File: config.mk
export PLATFORM = sky130hd
export DESIGN_NAME = vx_gbar_unit
export DESIGN_NICKNAME = d
export VERILOG_FILES = /design/src/rtl/vx_gbar_unit.sv
export SDC_FILE = /design/constraint.sdc
export NUM_CORES = 1
export LEC_CHECK = 0
export CAP_MARGIN = 5
export CELL_PAD_IN_SITES_DETAIL_PLACEMENT = 1
export CELL_PAD_IN_SITES_GLOBAL_PLACEMENT = 2
export CORE_ASPECT_RATIO = 1.75
export CORE_MARGIN = 2
export CORE_UTILIZATION = 38
export DETAILED_ROUTE_END_ITERATION = 12
export PLACE_DENSITY = 0.89
export SLEW_MARGIN = 20
export SYNTH_ARGS = -nofsm -noshare
export SYNTH_HDL_FRONTEND = slang
export SYNTH_SLANG_ARGS = --single-unit
File: constraint.sdc
create_clock -name clk -period 4.3 [get_ports clk]
set_clock_uncertainty 0.1 [all_clocks]
set_input_delay 0.645 -clock clk [delete_from_list [all_inputs] [get_ports clk]]
set_output_delay 0.645 -clock clk [all_outputs]
set_load 0.03 [all_outputs]
File: src/rtl/vx_gbar_unit.sv
// Cluster-level global barrier responder: records per-barrier core arrivals and
// pulses a release when the last core arrives. Protocol checks build under GBAR_CHECK_EN.
module vx_gbar_unit #(
  parameter  int NUM_BARRIERS = 4,
  parameter  int NUM_CORES    = 4,
  localparam int BAR_ID_W     = (NUM_BARRIERS > 1) ? $clog2(NUM_BARRIERS) : 1,
  localparam int CORE_ID_W    = (NUM_CORES > 1) ? $clog2(NUM_CORES) : 1
) (
  input  logic                 clk,
  input  logic                 reset,
  input  logic                 req_valid,
  input  logic [BAR_ID_W-1:0]  req_id,
  input  logic [CORE_ID_W-1:0] req_size_m1,
  input  logic [CORE_ID_W-1:0] req_core_id,
  output logic                 req_ready,
  output logic                 rsp_valid,
  output logic [BAR_ID_W-1:0]  rsp_id,
  output logic                 busy,
  output logic                 err
);

  localparam int CNT_W = CORE_ID_W + 1;

  // A barrier is gathering exactly when its mask is nonzero.
  logic [NUM_CORES-1:0] mask_q [NUM_BARRIERS];
  logic [CORE_ID_W-1:0] size_q [NUM_BARRIERS];
  logic                 ready_q;
  logic                 rsp_valid_q;
  logic [BAR_ID_W-1:0]  rsp_id_q;

  logic                 id_ok;
  logic                 accept;
  logic [NUM_CORES-1:0] cur_mask;
  logic [NUM_CORES-1:0] core_bit;
  logic [NUM_CORES-1:0] mask_next;
  logic                 first;
  logic [CORE_ID_W-1:0] size_eff;
  logic [CNT_W-1:0]     pop;
  logic                 fire;
  logic                 any_mask;

  assign id_ok  = 32'(req_id) < NUM_BARRIERS;
  assign accept = req_valid && ready_q && id_ok;

  always_comb begin
    cur_mask  = mask_q[req_id];
    core_bit  = NUM_CORES'(1) << req_core_id;
    mask_next = cur_mask | core_bit;
    first     = (cur_mask == '0);
    size_eff  = first ? req_size_m1 : size_q[req_id];
    pop       = '0;
    for (int i = 0; i < NUM_CORES; i++) pop = pop + CNT_W'(mask_next[i]);
    fire      = accept && (pop == (CNT_W'(size_eff) + CNT_W'(1)));
  end

  always_ff @(posedge clk or negedge reset) begin
    if (!reset) begin
      ready_q     <= 1'b0;
      rsp_valid_q <= 1'b0;
      rsp_id_q    <= '0;
      for (int b = 0; b < NUM_BARRIERS; b++) begin
        mask_q[b] <= '0;
        size_q[b] <= '0;
      end
    end else begin
      ready_q     <= 1'b1;
      rsp_valid_q <= fire;
      if (fire) rsp_id_q <= req_id;
      if (accept) begin
        mask_q[req_id] <= fire ? '0 : mask_next;
        if (first) size_q[req_id] <= req_size_m1;
      end
    end
  end

  always_comb begin
    any_mask = 1'b0;
    for (int b = 0; b < NUM_BARRIERS; b++) any_mask = any_mask | (|mask_q[b]);
  end

  assign req_ready = ready_q;
  assign rsp_valid = rsp_valid_q;
  assign rsp_id    = rsp_id_q;
  assign busy      = any_mask | rsp_valid_q;

`ifdef GBAR_CHECK_EN
  logic dup;
  logic size_mis;
  logic core_oob;
  logic err_q;

  // Duplicates leave the mask unchanged naturally, since the OR is a no-op.
  assign dup      = |(cur_mask & core_bit);
  assign size_mis = !first && (req_size_m1 != size_q[req_id]);
  assign core_oob = req_core_id > size_eff;

  always_ff @(posedge clk or negedge reset) begin
    if (!reset) err_q <= 1'b0;
    else if (accept && (dup || size_mis || core_oob)) err_q <= 1'b1;
  end

  assign err = err_q;
`else
  assign err = 1'b0;
`endif

endmodule

Word-level counts from Yosys, hierarchy flattened:

Cells that the tools add are included.
W data, S select, Z words.

* add/subtract/negate cells: 4
* order comparisons: 2
* eq/ne operators: 1
* shift operators: 1
* mux-type cells: 14
* bitwise gates (word level): 6
* reductions and logical operators: 9

Operators with widths (number)
* $bwmux W16: 1
* $mux W4: 4
* $reduce_or A4 Y1: 4
* $bmux W4 S2: 1
* $bwmux W8: 1
* $demux W4 S2: 1
* $mux W2: 4
* $bmux W2 S2: 1
* $demux W2 S2: 1
* $logic_not A4 Y1: 1
* $or A1 B1 Y1: 4
* $or A4 B4 Y4: 1
* $shl A1 B2 Y4 const A: 1
* $add A2 B1 Y3: 1
* $add A2 B1 Y3 const B: 1
* $add A3 B1 Y3: 1
* $eq A3 B3 Y1: 1
* $ge A3 B3 Y1 const B: 1
* $logic_and A1 B1 Y1: 3
* $lt A3 B1 Y1 const B: 1
* $not A2 Y3: 1
* $add A1 B1 Y2: 1
* $reduce_and A2 Y1: 1

* flip-flop bits (word level): 28
* input bits: 9
* output and inout bits: 6
* word-level logic and storage cells: 48

Longest topological paths before layout:

Gate-level depths: netlist of the first run.

* word-level depth: 12
* mapped depth: 12
* mapped depth without buffers: 10

Worst setup path after synthesis of the first run:

OpenSTA, ideal clock, no wires.

* path type: input to register
* start: input req_id[0]
* end: register rsp_id_q[0] (netlist: rsp_id[0])
* library setup time: 0.125 ns
* arrival time: 3.690 ns
* data required time: 4.075 ns
* slack: 0.385 ns
* stages: 11
* buffers on the path: 1
* cell sequence: buf_6 mux4_2 a21oi_1 inv_1 fa_1 ha_1 ha_1 xnor2_1 nand2_1 nor4b_4 mux2_4

* word-level cells in the longest chain between the ends: 10
* elaborated cells on any way between the ends: 16
* classes of those cells: 4 x add/sub; 1 x eq/ne; 7 x mux; 2 x bitwise; 2 x reduce/logical

RTL lines
* start: declaration: line 12 `input logic [BAR_ID_W-1:0] req_id,`
* $not A2 Y3 (not written as such): line 46, 50
* $bmux W4 S2: line 46 `cur_mask = mask_q[req_id];`
* $mux W4 (not written as such) (2 in a row): line 46
* $or A4 B4 Y4: line 48 `mask_next = cur_mask | core_bit;`
* $add A1 B1 Y2: line 52 `for (int i = 0; i < NUM_CORES; i++) pop = pop + CNT_W'(mask_next[i]);`
* $add A2 B1 Y3: line 52
* $add A3 B1 Y3: line 52
* $eq A3 B3 Y1: line 53 `fire = accept && (pop == (CNT_W'(size_eff) + CNT_W'(1)));`
* $logic_and A1 B1 Y1: line 53
* end signal: assignment: line 68 `if (fire) rsp_id_q <= req_id;`
* end: declaration: line 29 `logic [BAR_ID_W-1:0] rsp_id_q;`

Parallel ways exist; a longest one is shown, timed or not. The select of a mux whose other input is x is not followed.
A chain may end at the register's enable or synchronous reset.

Worst setup path after layout of the first run:

* start: input req_id[0]
* end: register mask_q[15] in the netlist's numbering

* word-level cells in the longest chain between the ends: 12
* elaborated cells on any way between the ends: 23
* classes of those cells: 4 x add/sub; 2 x order compare; 1 x eq/ne; 11 x mux; 2 x bitwise; 3 x reduce/logical

RTL lines
* $not A2 Y3 (*): line 46, 50, 70
* $bmux W4 S2: line 46
* $mux W4 (not written as such) (2 in a row): line 46
* $or A4 B4 Y4: line 48
* $add A1 B1 Y2: line 52
* $add A2 B1 Y3: line 52
* $add A3 B1 Y3: line 52
* $eq A3 B3 Y1: line 53
* $logic_and A1 B1 Y1: line 53
* $mux W4: line 70 `mask_q[req_id] <= fire ? '0 : mask_next;`
* $bwmux W16 (*): line 70
* end signal: indexed assignment: line 70
* end: declaration: line 25 `logic [NUM_CORES-1:0] mask_q [NUM_BARRIERS];`

Mark *: on every way between the ends. The rest lies on a longest branch, timed or not. The select of a mux whose other input is x is not followed.

==> results of run 1 <==
per-layer routing:
layer	vias up	share of wire
met2	25	0.58
li1	496	-
met5	-	0
met1	572	0.35
met3	13	0.026
met4	0	0.038
worst max path at each step:
stage	cells past startpoint	slack (ns)	end
finish	13	0.20	mask_q[15]
global route	13	0.005	mask_q[15]
CTS	12	0.12	mask_q[8]
detailed placement	12	-0.18	mask_q[8]
floorplan	11	0.39	rsp_id[0]
global placement	13	-0.05	mask_q[12]
synth_stat cells:
library cell   n  area [µm²]
o31ai_1       16         120
inv_1          7        26.3
nand2_1       20        75.1
mux4_2         4        90.1
buf_6          2        22.5
mux2_4         3        45.0
nor2_1         3        11.3
ha_1           3        37.5
nor4b_4        1        23.8
nor4_4         1        21.3
nand4b_1       1        8.76
conb_1         2        7.51
clkbuf_1       2        7.51
dfrtp_1       28         701
fa_1           1        20.0
nand4_1        2        12.5
mux2_2         9         101
buf_4          1        7.51
xnor2_1        2        17.5
or4_1          1        7.51
nor2_2         1        6.26
or2_2          2        12.5
nor4_1         3        18.8
a21oi_1        4        20.0
or3_1          1        6.26
nand3_1        1        5.00
mux4_1         2        52.6
sequential cells by signal, summed over array words and instances (netlist names):
register and count:
mask_q 16, size_q 8, rsp_id 2, req_ready 1, rsp_valid 1
final cells by class:
| type | instances | area, µm² |
|---|---|---|
| clock buffers | 3 | 41.3 |
| clock inverters | 1 | 30.0 |
| fillers | 438 | 2030 |
| inverters | 7 | 26.3 |
| multi-input cells | 83 | 724 |
| flip-flops and latches | 28 | 701 |
| well taps | 48 | 60.1 |
| repair buffers | 25 | 215 |
stage by stage:
| step | setup TNS, ns | setup WS (ns) |
|---|---|---|
| floorplan | 0 | 0.385 |
| global placement | -0.691 | -0.0493 |
| detailed placement | -2.64 | -0.177 |
| CTS | 0 | 0.116 |
| global route | 0 | 0.00501 |
| finish | 0 | 0.204 |
cells by family (layout without fill, tap and decap cells):
logic type,after synthesis,after routing
DFF,28,28
other,2,2
buffers and inverters,12,36
and+or+nand+nor,37,37
xor gates and xnor gates,2,2
muxes,18,18
adders and majority gates,4,4
AOI/OAI and AO/OA,20,20
worst max-delay path: stages:
cell	delay, ns
clkdlybuf4s50_1	0.54
buf_4	0.22
mux4_2	0.53
a21oi_1	0.17
inv_1	0.08
fa_1	0.43
ha_1	0.21
ha_1	0.29
xnor2_1	0.15
nand2_1	0.10
nor4b_4	0.37
buf_4	0.29
o31ai_1	0.11
report_power, final:
part	internal, mW	leakage [nW]	switching, mW
sequential	0.382	0.350	0.0799
clock	0.125	0.0357	0.0805
combinational	0.333	0.410	0.319
==> impl_metrics.json, run 1 <==
{
  "status": "completed",
  "critPathMaxFanout": 17,
  "cp.required_ns": 4.35,
  "drtAntennaViolNets": 0,
  "rsz0062_at_grt": "no",
  "netlist_area_um2": 1490,
  "cts.sinks": 28,
  "hold_viol": 0,
  "nets": 161,
  "synth_nets": 136,
  "grt_busiest_layer": "met2",
  "start_kind": "input port",
  "drt_iter0_markers": 28,
  "ys_types": 27,
  "ctsHtreeMaxLevel": 1,
  "mostFrequentLayoutCells": "dfrtp_1, nand2_1, o31ai_1",
  "synth_cells": 123,
  "final_common_cell": "dfrtp_1",
  "vdd_drop_max_mv": 0.323,
  "drt_wl_total_mm": 3.59,
  "crit_type": "input port to flop",
  "grt_pass1_wl_mm": 6.12,
  "r2r_cells": 11,
  "grt_max_degree": 26,
  "holdBufCountCts": 0,
  "die_w_um": 51.3,
  "hold_slack_ns": 0.250,
  "rr_startpoint": "mask_q[8]",
  "wl_per_cell_um": 18.4,
  "insertion_delay_ns": 0.28,
  "clkTransAtPathRegs_ns": 0.10,
  "cp-end-kind": "flop",
  "final.min_clock_period_ns": 4.10,
  "fin_util": 0.470,
  "cap_violations": 0,
  "synth_compound_area_frac": 0.0944,
  "synthSimpleGateAreaFrac": 0.141,
  "worstPathArrival_ns": 4.15,
  "num_io_pins": 15,
  "hpwl_mm": 2.87,
  "final_max_slew_viol_count": 0,
  "fin_crit_sh": 0.953,
  "r2r_end": "mask_q[15]",
  "grt_overflow": 0,
  "gp_congestion": 0.813,
  "placed_area_um2": 1730,
  "clockRootBuffer": "clkbuf_8",
  "die_area_um2": 4440,
  "gr-usage-met1": 0.192,
  "power_density_nw_per_um2": 734,
  "max_freq_ghz": 0.244,
  "port_buffers": 13,
  "place_inst": 191,
  "grtUsageTotal": 0.188,
  "vias": 1106,
  "rows": 30,
  "stdcell_count": 195,
  "fp.dieH_um": 86.7,
  "avgSynthCellArea_um2": 12.1,
  "post_cts_buffers": 0,
  "core_area_um2": 3830,
  "power_mw": 1.32,
  "antenna_cells": 0,
  "drcViolationCount": 0,
  "design_area_um2": 1800,
  "post_cts_resized": 0,
  "use_met3": 0.0259,
  "synthAdderAreaFrac": 0.0388,
  "p_leak_nw": 0.796,
  "ys_ff_latch": 28,
  "vias_per_cell": 5.67,
  "synthMuxAreaShare": 0.195,
  "max_slew.worst_pin.slew_ns": 0.574,
  "rrSetupSlack_ns": 0.79,
  "max_slew_margin": 0.617,
  "grt_pass1_vias": 1263,
  "start_util": 0.388,
  "area_growth_pct": 21.1,
  "drive_above_1_share": 0.265,
  "clockBufferDepth": 2,
  "synth_top_family_by_area": "multiplexers",
  "gr-usage-met2": 0.358,
  "synth-seq-area-share": 0.472,
  "antenna_found_initial": 0,
  "setup_viol_count_final": 0,
  "synth_xor_area_frac": 0.0118,
  "yosys_warnings": 0,
  "cp-startpoint": "req_id[0]",
  "cts_tree": "built",
  "cts_buffers": 3,
  "min_path_type": "input port to async pin",
  "dr.pass1.iters": 4
}
No activity file was read; power rests on OpenSTA's default activity.
==> run 2: changes to the inputs <==
- MAX_ROUTING_LAYER: not set -> met4
==> run 2 against run 1 <==
  * Setup slack improved by 0.0014 ns
  * Cell count unchanged
  * Critical path depth unchanged
  * Final area unchanged
  * First-iteration DRC count decreased by 43%
  * Sequential share of layout area unchanged
  * Flip-flop and latch count unchanged
  * Largest cell class unchanged
  * Combinational power about the same
  * Routed wire length decreased by 0.56%
  * Clock power about the same
  * Count of clock-buffer cells in the layout unchanged
==> impl_metrics.json, run 2 (synthesis results as in run 1) <==
{
  "status": "completed",
  "num_io_pins": 15,
  "nets": 161,
  "r2r_cells": 11,
  "ctsHtreeMaxLevel": 1,
  "crit_type": "input port to flop",
  "grt_overflow": 0,
  "start_kind": "input port",
  "fin_crit_sh": 0.952,
  "dr.pass1.iters": 5,
  "max_slew.worst_pin.slew_ns": 0.572,
  "grt_pass1_vias": 1263,
  "start_util": 0.388,
  "drt_iter0_markers": 16,
  "die_area_um2": 4440,
  "power_mw": 1.32,
  "p_leak_nw": 0.796,
  "drtAntennaViolNets": 0,
  "worstPathArrival_ns": 4.15,
  "clockBufferDepth": 2,
  "rows": 30,
  "drive_above_1_share": 0.265,
  "grt_pass1_wl_mm": 6.13,
  "final_max_slew_viol_count": 0,
  "multi_input_area_um2": 724,
  "die_w_um": 51.3,
  "min_path_type": "input port to async pin",
  "cap_violations": 0,
  "hold_viol": 0,
  "vdd_drop_max_mv": 0.326,
  "r2r_end": "mask_q[8]",
  "wl_per_cell_um": 18.3,
  "clockRootBuffer": "clkbuf_8",
  "cts_tree": "built",
  "cp-end-kind": "flop",
  "holdBufCountCts": 0,
  "post_cts_buffers": 0,
  "gp_congestion": 0.825,
  "max_slew_margin": 0.619,
  "setup_viol_count_final": 0,
  "vias_per_cell": 5.63,
  "largest-register": "mask_q",
  "fillCellCount": 438,
  "hpwl_mm": 2.87,
  "largest_reg_flops": 16,
  "insertion_delay_ns": 0.28,
  "vias": 1097,
  "cts.sinks": 28,
  "fp.dieH_um": 86.7,
  "clkTransAtPathRegs_ns": 0.10,
  "hold_slack_ns": 0.249,
  "core_area_um2": 3830,
  "drcViolationCount": 0,
  "grt_max_degree": 26,
  "power_density_nw_per_um2": 734,
  "area_growth_pct": 21.1,
  "final_common_cell": "dfrtp_1",
  "drt_wl_total_mm": 3.57,
  "grtUsageTotal": 0.194,
  "placed_area_um2": 1730,
  "design_area_um2": 1800,
  "final.min_clock_period_ns": 4.09,
  "max_freq_ghz": 0.244,
  "fin_util": 0.470,
  "cts_buffers": 3,
  "rrSetupSlack_ns": 0.79,
  "port_buffers": 13,
  "rr_startpoint": "mask_q[8]",
  "antenna_found_initial": 0,
  "antenna_cells": 0,
  "rsz0062_at_grt": "no",
  "mostFrequentLayoutCells": "dfrtp_1, nand2_1, o31ai_1",
  "seq_area_um2": 701,
  "cp.required_ns": 4.35,
  "critPathMaxFanout": 17
}
-- run 2: power by group --
group / internal (mW) / switching [mW] / total (mW)
Combinational: 0.333 / 0.319 / 0.652
Sequential: 0.382 / 0.0811 / 0.463
Clock: 0.125 / 0.0801 / 0.205
Total: 0.839 / 0.480 / 1.32
-- run 2: critical path, cell delays in order --
cell,delay (ns)
clkdlybuf4s50_1,0.54
buf_4,0.22
mux4_2,0.53
a21oi_1,0.17
inv_1,0.08
fa_1,0.43
ha_1,0.21
ha_1,0.29
xnor2_1,0.15
nand2_1,0.10
nor4b_4,0.37
buf_4,0.29
o31ai_1,0.11
-- run 2: cell type report --
cell class / count / area share
repair buffers: 25 / 0.120
flip-flops and latches: 28 / 0.390
clock buffers: 3 / 0.0230
multi-input cells: 83 / 0.403
well taps: 48 / 0.0334
clock inverters: 1 / 0.0167
inverters: 7 / 0.0146
-- run 2: worst max path at each step --
stage	cells after the start	slack [ns]	startpoint	end
after floorplan	11	0.39	req_id[0]	rsp_id[0]
after global placement	13	-0.05	req_id[0]	mask_q[12]
after detailed placement	12	-0.18	req_id[0]	mask_q[8]
after CTS	12	0.12	req_id[0]	mask_q[8]
after global routing	13	0.005	req_id[0]	mask_q[15]
final	13	0.21	req_id[0]	mask_q[8]
-- run 2: per-layer routing --
metal / share of wire / GRT usage / up-vias
met5: 0 / - / -
li1: - / - / 499
met4: 0.037 / 0.0957 / 0
met3: 0.029 / 0.0259 / 13
met1: 0.35 / 0.193 / 558
met2: 0.58 / 0.359 / 27
-- run 2: timing repair --
action	4_1_cts	5_1_grt
resized for setup	0	1
setup endpoints to repair	0	16
endpoints found under the hold margin	0	0
-- run 2: metrics by stage --
step | setup slack (ns) | setup TNS, ns | std cells
floorplan | 0.385 | 0 | 123
finish | 0.206 | 0 | 195
global placement | -0.0493 | -0.691 | 191
CTS | 0.116 | 0 | 195
detailed placement | -0.177 | -2.64 | 191
global route | 0.00502 | 0 | 195
